File: src/rtl/speech_cmd_decider_if.sv
// Frame-score input and command-code output bundle between template matcher, decider and LED control.
// Master drives frames (matcher side); slave is the decider.
interface speech_cmd_decider_if #(
  parameter int SCORE_W = 8
);
  logic               vad;
  logic               frame_valid;
  logic [SCORE_W-1:0] score_on;
  logic [SCORE_W-1:0] score_off;
  logic [1:0]         speech_rec;
  logic               rec_valid;
  logic               busy;

  modport master (
    output vad, frame_valid, score_on, score_off,
    input  speech_rec, rec_valid, busy
  );

  modport slave (
    input  vad, frame_valid, score_on, score_off,
    output speech_rec, rec_valid, busy
  );
endinterface

File: src/rtl/speech_cmd_decider.sv
// Sums on/off frame scores over a voiced window and emits a 1-cycle command code (00/01/10).
// Latency: last frame at T -> rec_valid at T+2; no backpressure, frames are accepted or dropped.
module speech_cmd_decider #(
  parameter int SCORE_W         = 8,
  parameter int WIN_FRAMES      = 4,
  parameter int THRESH          = 400,
  parameter int MARGIN          = 50,
  parameter int COOLDOWN_FRAMES = 8
) (
  input  logic          clk,
  input  logic          rst,
  speech_cmd_decider_if.slave bus
);

  localparam int SW = SCORE_W + $clog2(WIN_FRAMES) + 1;
  localparam int CW = $clog2(WIN_FRAMES + 1);
  localparam int KW = $clog2(COOLDOWN_FRAMES + 1);

  localparam logic [CW-1:0] WIN_LAST  = CW'(WIN_FRAMES - 1);
  localparam logic [KW-1:0] COOL_LAST = KW'(COOLDOWN_FRAMES - 1);

  typedef enum logic [1:0] {
    IDLE,
    ACCUM,
    DECIDE,
    COOLDOWN
  } state_t;

  state_t        state, state_nxt;
  logic [SW-1:0] sum_on, sum_on_nxt;
  logic [SW-1:0] sum_off, sum_off_nxt;
  logic [CW-1:0] frame_cnt, frame_cnt_nxt;
  logic [KW-1:0] cool_cnt, cool_cnt_nxt;
  logic [1:0]    rec, rec_nxt;
  logic          rv, rv_nxt;

  logic [SW-1:0] ext_on;
  logic [SW-1:0] ext_off;
  int            diff_on;
  int            diff_off;
  logic          win_on;
  logic          win_off;
  logic [1:0]    code;

  assign ext_on  = SW'(bus.score_on);
  assign ext_off = SW'(bus.score_off);

  // Differences are taken in 32-bit signed space so a losing sum never wraps into a pass.
  always_comb begin
    diff_on  = int'(sum_on) - int'(sum_off);
    diff_off = int'(sum_off) - int'(sum_on);
    win_on   = (int'(sum_on) >= THRESH) && (diff_on >= MARGIN);
    win_off  = (int'(sum_off) >= THRESH) && (diff_off >= MARGIN);
    code     = 2'b00;
    if (win_on) begin
      code = 2'b01;
    end else if (win_off) begin
      code = 2'b10;
    end
  end

  always_comb begin
    state_nxt     = state;
    sum_on_nxt    = sum_on;
    sum_off_nxt   = sum_off;
    frame_cnt_nxt = frame_cnt;
    cool_cnt_nxt  = cool_cnt;
    rec_nxt       = 2'b00;
    rv_nxt        = 1'b0;

    case (state)
      IDLE: begin
        if (bus.frame_valid && bus.vad) begin
          sum_on_nxt    = ext_on;
          sum_off_nxt   = ext_off;
          frame_cnt_nxt = CW'(1);
          state_nxt     = ACCUM;
        end
      end

      ACCUM: begin
        if (!bus.vad) begin
          sum_on_nxt    = '0;
          sum_off_nxt   = '0;
          frame_cnt_nxt = '0;
          state_nxt     = IDLE;
        end else if (bus.frame_valid) begin
          sum_on_nxt    = sum_on + ext_on;
          sum_off_nxt   = sum_off + ext_off;
          frame_cnt_nxt = frame_cnt + CW'(1);
          if (frame_cnt == WIN_LAST) begin
            state_nxt = DECIDE;
          end
        end
      end

      DECIDE: begin
        rv_nxt       = 1'b1;
        rec_nxt      = code;
        cool_cnt_nxt = '0;
        state_nxt    = COOLDOWN;
      end

      COOLDOWN: begin
        if (bus.frame_valid) begin
          if (cool_cnt == COOL_LAST) begin
            sum_on_nxt    = '0;
            sum_off_nxt   = '0;
            frame_cnt_nxt = '0;
            cool_cnt_nxt  = '0;
            state_nxt     = IDLE;
          end else begin
            cool_cnt_nxt = cool_cnt + KW'(1);
          end
        end
      end

      default: begin
        state_nxt = IDLE;
      end
    endcase
  end

  always_ff @(posedge clk or negedge rst) begin
    if (!rst) begin
      state     <= IDLE;
      sum_on    <= '0;
      sum_off   <= '0;
      frame_cnt <= '0;
      cool_cnt  <= '0;
      rec       <= 2'b00;
      rv        <= 1'b0;
    end else begin
      state     <= state_nxt;
      sum_on    <= sum_on_nxt;
      sum_off   <= sum_off_nxt;
      frame_cnt <= frame_cnt_nxt;
      cool_cnt  <= cool_cnt_nxt;
      rec       <= rec_nxt;
      rv        <= rv_nxt;
    end
  end

  assign bus.speech_rec = rec;
  assign bus.rec_valid  = rv;
  assign bus.busy       = (state != IDLE);

endmodule

File: src/flat_wrapper.sv
// flat-port wrapper written by rule: the top's interface ports become plain ports
module speech_cmd_decider_flat 
#(
  parameter int SCORE_W         = 8,
  parameter int WIN_FRAMES      = 4,
  parameter int THRESH          = 400,
  parameter int MARGIN          = 50,
  parameter int COOLDOWN_FRAMES = 8
)
  (clk, rst, bus_vad, bus_frame_valid, bus_score_on, bus_score_off, bus_speech_rec, bus_rec_valid, bus_busy);
  speech_cmd_decider_if #(.SCORE_W(SCORE_W)) bus_i ();
  input  logic clk;
  input  logic rst;
  input wire logic [$bits(bus_i.vad)-1:0] bus_vad;
  input wire logic [$bits(bus_i.frame_valid)-1:0] bus_frame_valid;
  input wire logic [$bits(bus_i.score_on)-1:0] bus_score_on;
  input wire logic [$bits(bus_i.score_off)-1:0] bus_score_off;
  output wire logic [$bits(bus_i.speech_rec)-1:0] bus_speech_rec;
  output wire logic [$bits(bus_i.rec_valid)-1:0] bus_rec_valid;
  output wire logic [$bits(bus_i.busy)-1:0] bus_busy;
  assign bus_i.vad = bus_vad;
  assign bus_i.frame_valid = bus_frame_valid;
  assign bus_i.score_on = bus_score_on;
  assign bus_i.score_off = bus_score_off;
  assign bus_speech_rec = bus_i.speech_rec;
  assign bus_rec_valid = bus_i.rec_valid;
  assign bus_busy = bus_i.busy;
  speech_cmd_decider #(.SCORE_W(SCORE_W), .WIN_FRAMES(WIN_FRAMES), .THRESH(THRESH), .MARGIN(MARGIN), .COOLDOWN_FRAMES(COOLDOWN_FRAMES)) u_core (.clk(clk), .rst(rst), .bus(bus_i));
endmodule
File: config.mk
export PLATFORM = sky130hd
export DESIGN_NAME = speech_cmd_decider_flat
export DESIGN_NICKNAME = d
export VERILOG_FILES = /design/src/rtl/speech_cmd_decider_if.sv /design/src/rtl/speech_cmd_decider.sv /design/src/flat_wrapper.sv
export SDC_FILE = /design/constraint.sdc
export NUM_CORES = 1
export LEC_CHECK = 0
export ABC_CLOCK_PERIOD_IN_PS = 2540
export BUFFER_PORTS_ARGS = -buffer_cell sky130_fd_sc_hd__buf_4
export CORE_UTILIZATION = 25
export CTS_CLUSTER_SIZE = 12
export DETAILED_ROUTE_END_ITERATION = 12
export GPL_TIMING_DRIVEN = 0
export HOLD_SLACK_MARGIN = 0.1
export PLACE_DENSITY = 0.42
export SYNTH_ARGS = -nofsm -noshare
export SYNTH_HDL_FRONTEND = slang
export SYNTH_SLANG_ARGS = --single-unit
File: constraint.sdc
create_clock -name clk -period 2.54 [get_ports clk]
set_clock_uncertainty 0.05 [all_clocks]
set_input_delay 0.127 -clock clk [delete_from_list [all_inputs] [get_ports clk]]
set_output_delay 0.127 -clock clk [all_outputs]
set_load 0.01 [all_outputs]
---- Word level (Yosys, flattened, before mapping) ----
Cells that the tools add are included.
word-level totals
  output and inout port bits .............. 4
  bits in writable memories ............... 0
  input bits .............................. 20
  memories ................................ 0
  latch bits .............................. 0
  logic and storage cells ................. 67
  register bits after elaboration ......... 34
  bits in read-only memories .............. 0
operators by class
  magnitude comparators ................... 4
  equal/unequal tests ..................... 10
  bitwise logic cells ..................... 0
  divide/modulo/power cells ............... 0
  shift-type cells ........................ 0
  reduce and logical (&&, ||, !) cells .... 10
  multipliers ............................. 0
  multiplexer cells ....................... 30
  add/subtract/negate cells ............... 6
operator list
  kind                                                                                   count
  11-bit 2-to-1 mux                                                                      8
  11-bit one-hot mux with 3 select lines                                                 2
  32-bit by 7-bit greater-or-equal comparator with 1-bit output (second input constant)  2
  11-bit by 11-bit subtractor with 12-bit output                                         2
  11-bit by 8-bit adder with 11-bit output                                               2
  11-bit by 9-bit greater-or-equal comparator with 1-bit output (second input constant)  2
  2-bit 2-to-1 mux                                                                       9
  3-bit 2-to-1 mux                                                                       5
  5-bit AND reduction                                                                    2
  3-bit one-hot mux with 3 select lines                                                  1
  4-bit 2-to-1 mux                                                                       2
  2-bit one-hot mux with 4 select lines                                                  1
  4-bit one-hot mux with 2 select lines                                                  1
  4-bit by 1-bit adder with 4-bit output (second input constant)                         1
  2-bit == test (second input constant)                                                  2
  4-bit by 3-bit == test with 1-bit output (second input constant)                       1
  2-bit by 1-bit != test with 1-bit output (second input constant)                       2
  2-bit nonzero test                                                                     2
  3-bit by 1-bit adder with 3-bit output (second input constant)                         1
  3-bit by 2-bit == test with 1-bit output (second input constant)                       1
  1-bit logical AND                                                                      3
  3-bit by 2-bit != test with 1-bit output (second input constant)                       1
  3-bit != test (second input constant)                                                  1
  3-bit nonzero test                                                                     1
  other kinds (5)                                                                        5

---- Depth between registers and ports, before layout ----
Gate-level depths: netlist of the first run.
  depth after elaboration ................. 6
  depth in mapped cells ................... 11
  gate-level depth less buffers ........... 11

---- Least setup slack after synthesis of the first run ----
Ideal clock, no wire load.
  kind .................................... flip-flop to flip-flop
  from .................................... register u_core.sum_off[8]
  to ...................................... register u_core.rec[0], in the netlist u_core.bus.speech_rec[0]
  data arrival time ....................... 2.187 ns
  data required time ...................... 2.370 ns
  period minus slack after synthesis ...... 2.356 ns
  setup slack ............................. 0.184 ns
  cell stages (with the launch flop) ...... 10
  cell sequence ........................... dfrtp_1 -> inv_1 -> ha_1 -> buf_6 -> nand3_1 -> o32ai_1 -> or4_1 -> nor4_1 -> nand4_1 -> and3_1
between the ends
  cells in the longest elaborated chain, start to end .. 5
ends and longest elaborated chain
  item                                                           RTL line                   RTL
  start, declared                                                speech_cmd_decider.sv:31   logic [SW-1:0] sum_off, sum_off_nxt;
  start signal, assigned                                         speech_cmd_decider.sv:136  sum_off <= sum_off_nxt;
  11-bit by 11-bit subtractor with 12-bit output                 speech_cmd_decider.sv:50   diff_on = int'(sum_on) - int'(sum_off);
  32-bit by 7-bit greater-or-equal comparator with 1-bit output  speech_cmd_decider.sv:52   win_on = (int'(sum_on) >= THRESH) && (diff_on >= MARGIN);
  1-bit logical AND                                              speech_cmd_decider.sv:52
  2-bit 2-to-1 mux                                               speech_cmd_decider.sv:55   if (win_on) begin
  2-bit 2-to-1 mux                                               speech_cmd_decider.sv:71   case (state)
  via u_core.rec_nxt[0]                                          speech_cmd_decider.sv:34   logic [1:0] rec, rec_nxt;
  end signal, assigned                                           speech_cmd_decider.sv:139  rec <= rec_nxt;
  end, declared                                                  speech_cmd_decider.sv:34
The timed path passes the listed nets, and every way through them passes these cells.
A chain may end at the register's enable or synchronous reset.

---- Worst setup path in the final report of the first run ----
  from .................................... register u_core.sum_off[3]
  to ...................................... register u_core.rec[0], in the netlist u_core.bus.speech_rec[0]
The elaborated chain is that of the path after synthesis.

==> results of run 1 <==
-- worst reg2reg max path: cells and delay by family (launching register included) --
kind / cells / cell delay, ps
DFF: 1 / 400
adders and majority gates: 1 / 240
AOI/OAI and AO/OA: 4 / 680
and+or+nand+nor: 3 / 740
buffers and inverters: 2 / 320
-- layer usage --
layer	vias to the layer above	wire [µm]	GRT usage
met2	40	4627	0.2482
met1	1518	4855	0.1949
li1	1609	-	-
met5	-	0	0
met3	13	206	0.01793
met4	0	177	0.04647
-- report_power, final --
| group | switching [W] | leakage, nW | total, W | internal [W] |
|---|---|---|---|---|
| clock network | 0.000241 | 0.0739 | 0.000630 | 0.000389 |
| logic | 0.00156 | 1.31 | 0.00281 | 0.00126 |
| registers | 0.000150 | 0.420 | 0.000811 | 0.000661 |
| total | 0.00195 | 1.81 | 0.00426 | 0.00231 |
-- flip-flops by register name, summed over array words and instances, names as in the netlist, named ones only --
signal and flops:
u_core.state 1, u_core.sum_on 11, u_core.sum_off 11, u_core.frame_cnt 3
u_core.cool_cnt 4, u_core.bus.rec_valid 1, u_core.bus.speech_rec 2
-- final cells by class --
class	instances	area, µm²	area share
Sequential cell	34	854.6	0.2026
Inverter	36	135.1	0.03203
Clock inverter	1	5.005	0.001186
Timing Repair Buffer	38	295.3	0.06999
Clock buffer	7	142.6	0.03381
Multi-Input combinational cell	323	2467	0.5848
Tap cell	176	220.2	0.05219
Buffer	19	98.84	0.02343
-- cells in the final DEF, fill, tap and decap left out, drive strengths merged, types with 5 or more instances in the layout --
cell,n
a21o,9
a21oi,37
buf,41
nand3,16
dfrtp,34
ha,41
nor2,23
inv,35
a221oi,13
xnor2,12
xor2,7
nor2b,6
a211oi,6
a31oi,8
nor4,5
nand2,30
clkbuf,19
o21a,8
o21ai,26
nor3,11
-- how the worst max path moves through the flow --
stage | to | slack (ps) | from
after floorplan | u_core.bus.speech_rec[0] | 180 | u_core.sum_off[8]
after global placement | u_core.bus.speech_rec[0] | -380 | u_core.sum_off[8]
after detailed placement | u_core.bus.speech_rec[0] | -290 | u_core.sum_off[8]
after CTS | u_core.bus.speech_rec[1] | -10 | u_core.sum_off[8]
after global routing | u_core.bus.speech_rec[0] | -160 | u_core.sum_off[4]
final | u_core.bus.speech_rec[0] | -5 | u_core.sum_off[3]
-- stage by stage --
| stage | cells | area, µm² |
|---|---|---|
| 3_3_place_gp | 611 | 3761 |
| 2_1_floorplan | 412 | 3368 |
| 4_1_cts | 629 | 4134 |
| 5_1_grt | 634 | 4219 |
| 6_report | 634 | 4219 |
| 3_5_place_dp | 611 | 3761 |
-- repair_timing --
item | in CTS | in global routing
buffers inserted | 6 | 5
hold buffers | 4 | 0
resized for setup | 29 | 15
pin swaps | 5 | 9
hold endpoints to repair | 37 | 0
endpoints found under the setup margin | 3 | 11
-- kinds of logic (layout without fill, tap and decap cells) --
kind of cell / count (synthesis) / after routing / synth area share
AOI/OAI and AO/OA: 142 / 142 / 0.2823
xor gates and xnor gates: 19 / 19 / 0.04941
adders and majority gates: 45 / 45 / 0.1761
buffers and inverters: 55 / 101 / 0.06538
DFF: 34 / 34 / 0.2526
muxes: 1 / 1 / 0.003343
and+or+nand+nor: 116 / 116 / 0.1709
-- synth_stat cells, types with 5 or more instances --
library cell	n	area (µm²)
ha_1	41	513.0
a21oi_1	37	185.2
inv_1	35	131.4
dfrtp_1	34	850.8
nand2_1	30	112.6
o21ai_0	26	130.1
nor2_1	22	82.58
nand3_1	16	80.08
a221oi_1	13	113.9
clkbuf_1	13	48.80
xnor2_1	12	105.1
nor3_1	11	55.05
a21o_1	9	67.56
a31oi_1	8	50.05
o21a_1	8	60.06
xor2_1	7	61.31
nor2b_1	6	37.54
a211oi_1	5	37.54
buf_2	5	25.02
nor4_1	5	31.28
==> impl_metrics.py, run 1 <==
metrics = {
    "cts": {
        "clk_path_buf_depth": 2,
        "cts_sinks": 34,
        "cts_root_buf": "clkbuf_16",
        "cts_tree": "built",
        "cts_made_buffers": 5,
        "insertion_delay_ps": 280,
        "htree_num_levels": 2,
        "path_clk_slew_ps": 50,
    },
    "place": {
        "io_buffers": 23,
        "place_ws_ps": -293.3,
        "dp_hpwl_um": 7658,
        "place_congestion": 0.7562,
    },
    "critical_path": {
        "cp-end-kind": "register",
        "crit_required_ps": 2670,
        "criticalPathCategory": "reg2reg",
        "crit_buf_inv": 2,
        "ff2ff_path_depth": 10,
        "crit_chain": "inv_1, ha_4, buf_4, o21ai_0, a21oi_2, o21a_1, a32o_1, nor4_2, nand4_1, and3_1",
        "startpoint_type": "register",
        "cpLargestDelayFamily": "simple AND/OR/NAND/NOR gates",
        "max_stage_delay_ps": 400,
        "slowest_stage": "dfrtp_1",
        "regToRegSetupSlack_ps": -5,
        "cp_max_fo": 10,
        "r2r-end": "u_core.bus.speech_rec[0]",
        "worst-path-stages": 10,
        "r2r_start": "u_core.sum_off[3]",
        "critPathArrivalTime_ps": 2670,
    },
    "route": {
        "post-route-drc-count": 0,
        "wl_per_cell_um": 15.56,
        "vias_per_cell": 5.016,
        "dr.pass1.iters": 4,
        "drt-total-wl_um": 9867,
        "dr_total_vias": 3180,
        "first_iter_violations": 118,
        "final_antenna_net_count": 0,
    },
    "layout": {
        "nets": 522,
        "fin_util": 0.3199,
        "n_antenna_cell": 0,
        "synthToLayoutAreaGrowth_pct": 25.26,
        "fillers": 1396,
        "layout-drive-gt1-share": 0.1965,
    },
    "logic_synthesis": {
        "synth-async-reset-ratio": 1.000,
        "synthesis.nets": 477,
        "yosysWarnings": 0,
        "ys_seq_elements": 34,
        "yosysSeqAreaShare": 0.2526,
        "avgSynthCellArea_um2": 8.175,
        "synthFlopType": "dfrtp_1",
        "ys_types": 62,
        "synthCells": 412,
        "synth_area_um2": 3368,
        "synth_edf_count": 0,
    },
    "sta": {
        "relSlewSlack": 0.5871,
        "worst_pin_slew_ps": 619.4,
        "setup_viol": 1,
        "worst_hold_slack_ps": 105.5,
        "fin_ws_ps": -4.545,
        "fmax_mhz": 393.0,
        "period_minus_slack_ps": 2545,
        "hold_violations": 0,
        "finalCritPeriodShare": 1.002,
        "rsz0062_at_grt": "true",
        "drv_slew": 0,
        "fin_setup_tns_ps": -4.545,
    },
    "global_route": {
        "grt_max_degree": 35,
        "antenna_found_initial": 0,
        "grt_pass1_vias": 3173,
        "grt_pass1_wl_um": 16190,
        "overflow": 0,
        "grt.total_usage": 0.1473,
    },
    "pwr": {
        "peakVddDrop_mv": 0.2926,
        "leakage_nw": 1.808,
        "powerDensity_nw_per_um2": 1009,
        "total_power_w": 0.004256,
    },
    "floorplanning": {
        "io_pins": 24,
        "coreArea_um2": 13190,
        "die_h_um": 118.1,
        "initial_utilization": 0.2554,
        "placementRows": 42,
        "die_w_um": 118.1,
        "fp.dieArea_um2": 13940,
    },
    "run_status": {
        "status": "finished, violations left",
        "violations": "negative setup slack",
    },
    "min_path": {
        "min-delay-start": "bus_score_on[0]",
        "whs_path_depth": 3,
        "min_to": "u_core.sum_on[0]",
        "hold_class": "in2reg",
    },
    "flow_run": {
        "drv_cap": 0,
    },
}
No activity file was read; power rests on OpenSTA's default activity.
==> run 2, diff against run 1 <==
--- a/config.mk
+++ b/config.mk
@@ -8,11 +8,11 @@
 export ABC_CLOCK_PERIOD_IN_PS = 2540
 export BUFFER_PORTS_ARGS = -buffer_cell sky130_fd_sc_hd__buf_4
 export CORE_UTILIZATION = 25
-export CTS_CLUSTER_SIZE = 12
 export DETAILED_ROUTE_END_ITERATION = 12
 export GPL_TIMING_DRIVEN = 0
 export HOLD_SLACK_MARGIN = 0.1
 export PLACE_DENSITY = 0.42
+export SETUP_SLACK_MARGIN = 0.3
 export SYNTH_ARGS = -nofsm -noshare
 export SYNTH_HDL_FRONTEND = slang
 export SYNTH_SLANG_ARGS = --single-unit
==> run 2 against run 1 <==
- the run still ends with negative setup slack left
- critical path depth did not move
- sequential share of layout area down 0.89 points
- fmax down 0.18%
- highest routed layer unchanged
==> impl_metrics.py, run 2 (synthesized netlist as in run 1, its figures left out) <==
metrics = {
    "pwr": {
        "leakage_nw": 1.885,
        "powerDensity_nw_per_um2": 1008,
        "peakVddDrop_mv": 0.3557,
    },
    "layout": {
        "final_area_um2": 4425,
        "nets": 530,
        "n_antenna_cell": 0,
        "final_common_cell": "buf_4",
        "synthToLayoutAreaGrowth_pct": 31.39,
        "layout-drive-gt1-share": 0.2639,
        "fin_util": 0.3355,
        "top_regs": "u_core.sum_off (11), u_core.sum_on (11), u_core.cool_cnt (4)",
        "final_cell_mix": "buf_4, ha_1, inv_1",
        "finalNonFillerCells": 642,
    },
    "flow_run": {
        "drv_cap": 0,
    },
    "run_status": {
        "violations": "negative setup slack",
        "status": "finished, violations left",
    },
    "route": {
        "drt-total-wl_um": 10310,
        "dr.pass1.iters": 4,
        "final_antenna_net_count": 0,
        "dr_total_vias": 3261,
        "first_iter_violations": 125,
        "wl_per_cell_um": 16.06,
        "post-route-drc-count": 0,
        "vias_per_cell": 5.079,
    },
    "sta": {
        "fin_ws_ps": -9.154,
        "worst_pin_slew_ps": 611.9,
        "rsz0062_at_grt": "true",
        "relSlewSlack": 0.5920,
        "setup_viol": 1,
        "finalCritPeriodShare": 1.004,
        "drv_slew": 0,
        "fmax_mhz": 392.3,
        "period_minus_slack_ps": 2549,
        "hold_violations": 0,
    },
    "cts": {
        "htree_num_levels": 2,
        "insertion_delay_ps": 290,
        "clk_path_buf_depth": 2,
        "cts_sinks": 34,
        "cts_made_buffers": 5,
        "cts_root_buf": "clkbuf_16",
        "path_clk_slew_ps": 60,
        "cts_tree": "built",
    },
    "place": {
        "dp_hpwl_um": 7751,
        "dp.cells": 611,
        "place_congestion": 0.7866,
        "place_ws_ps": -163.6,
        "dpl-instance-area_um2": 3812,
        "io_buffers": 23,
    },
    "global_route": {
        "grt_pass1_wl_um": 16620,
        "grt_pass1_vias": 3195,
        "overflow": 0,
        "antenna_found_initial": 0,
        "grt.total_usage": 0.1507,
        "grt_max_degree": 35,
    },
    "critical_path": {
        "crit_chain": "inv_1, ha_1, inv_1, fa_1, a211oi_1, o31ai_1, a211oi_1, a31o_2, o2111a_1, a211oi_2",
        "max_stage_delay_ps": 460,
        "regToRegSetupSlack_ps": -9,
        "cp-end-kind": "register",
        "cp_max_fo": 5,
        "criticalPathCategory": "reg2reg",
        "cpLargestDelayFamily": "compound AO/OA/AOI/OAI gates",
        "crit_buf_inv": 2,
        "startpoint_type": "register",
        "critPathArrivalTime_ps": 2670,
        "slowest_stage": "fa_1",
        "crit_required_ps": 2660,
    },
    "floorplanning": {
        "fp.dieArea_um2": 13940,
        "coreArea_um2": 13190,
        "initial_utilization": 0.2554,
        "die_w_um": 118.1,
        "die_h_um": 118.1,
        "io_pins": 24,
        "placementRows": 42,
    },
    "min_path": {
        "hold_class": "in2reg",
    },
}
-- run 2: cell types whose count changed in the layout (fill, tap and decap cells not counted), sizes merged --
| cell | change |
|---|---|
| buf | +5 |
| clkbuf | +1 |
| clkinvlp | +1 |
| dlygate4sd3 | +1 |
-- run 2: worst paths after layout --
kind                                      from                    endpoint  depth (start not counted)
max                          u_core.sum_off[0]    u_core.bus.speech_rec[1]                         10
min                           bus_score_off[5]           u_core.sum_off[5]                          3
max reg2reg                  u_core.sum_off[0]    u_core.bus.speech_rec[1]                         10
min reg2reg                u_core.frame_cnt[2]         u_core.frame_cnt[2]                          2
max in group asynchronous                  rst           u_core.sum_off[1]                          2
min in group asynchronous                  rst  asynchronous set/reset pin                          2
-- run 2: metal layers --
| layer | vias up | part of all wire | global-route usage |
|---|---|---|---|
| met4 | 0 | 0.010 | 0.03526 |
| li1 | 1625 | - | - |
| met1 | 1589 | 0.49 | 0.2095 |
| met5 | - | 0 | 0 |
| met2 | 39 | 0.49 | 0.2489 |
| met3 | 8 | 0.015 | 0.01599 |
-- run 2: power by group --
| part | switching (W) | leakage (nW) | internal (W) |
|---|---|---|---|
| Clock | 0.000265 | 0.0729 | 0.000389 |
| Combinational | 0.00164 | 1.39 | 0.00135 |
| Sequential | 0.000151 | 0.417 | 0.000663 |
| Total | 0.00205 | 1.88 | 0.00240 |
-- run 2: worst reg2reg max path, delay by kind of cell, from the launching register on --
family / cells / cell delay (ps)
AOI/OAI and AO/OA: 6 / 1120
adders and majority gates: 2 / 670
buffers and inverters: 2 / 150
DFF: 1 / 430
-- run 2: stage by stage --
stage,hold WS [ps],setup TNS [ps],power [W]
finish,77.18,-9.154,0.004459
floorplan,-218.6,0,0.002732
detailed placement,81.87,-528.8,0.003356
CTS,102.6,-48.77,0.004260
global placement,83.38,-473.9,0.003330
global route,107.4,-289.1,0.004841
-- run 2: area by class of cell --
| type | count | area, µm² |
|---|---|---|
| sequential | 34 | 857.1 |
| fill | 1388 | 8765 |
| clock inverter | 2 | 12.51 |
| multi-input combinational | 323 | 2579 |
| buffer | 19 | 106.4 |
| timing repair buffer | 46 | 376.6 |
| tap | 176 | 220.2 |
| inverter | 36 | 135.1 |
| clock buffer | 6 | 138.9 |
-- run 2: timing repair --
| action | 4_1_cts | 5_1_grt |
|---|---|---|
| setup endpoints to repair | 18 | 20 |
| gates resized for setup | 34 | 45 |
| buffers inserted | 11 | 7 |
| hold buffers | 5 | 0 |
| pin swaps | 26 | 44 |
| gates cloned | 0 | 0 |
| endpoints found under the hold margin | 38 | 0 |
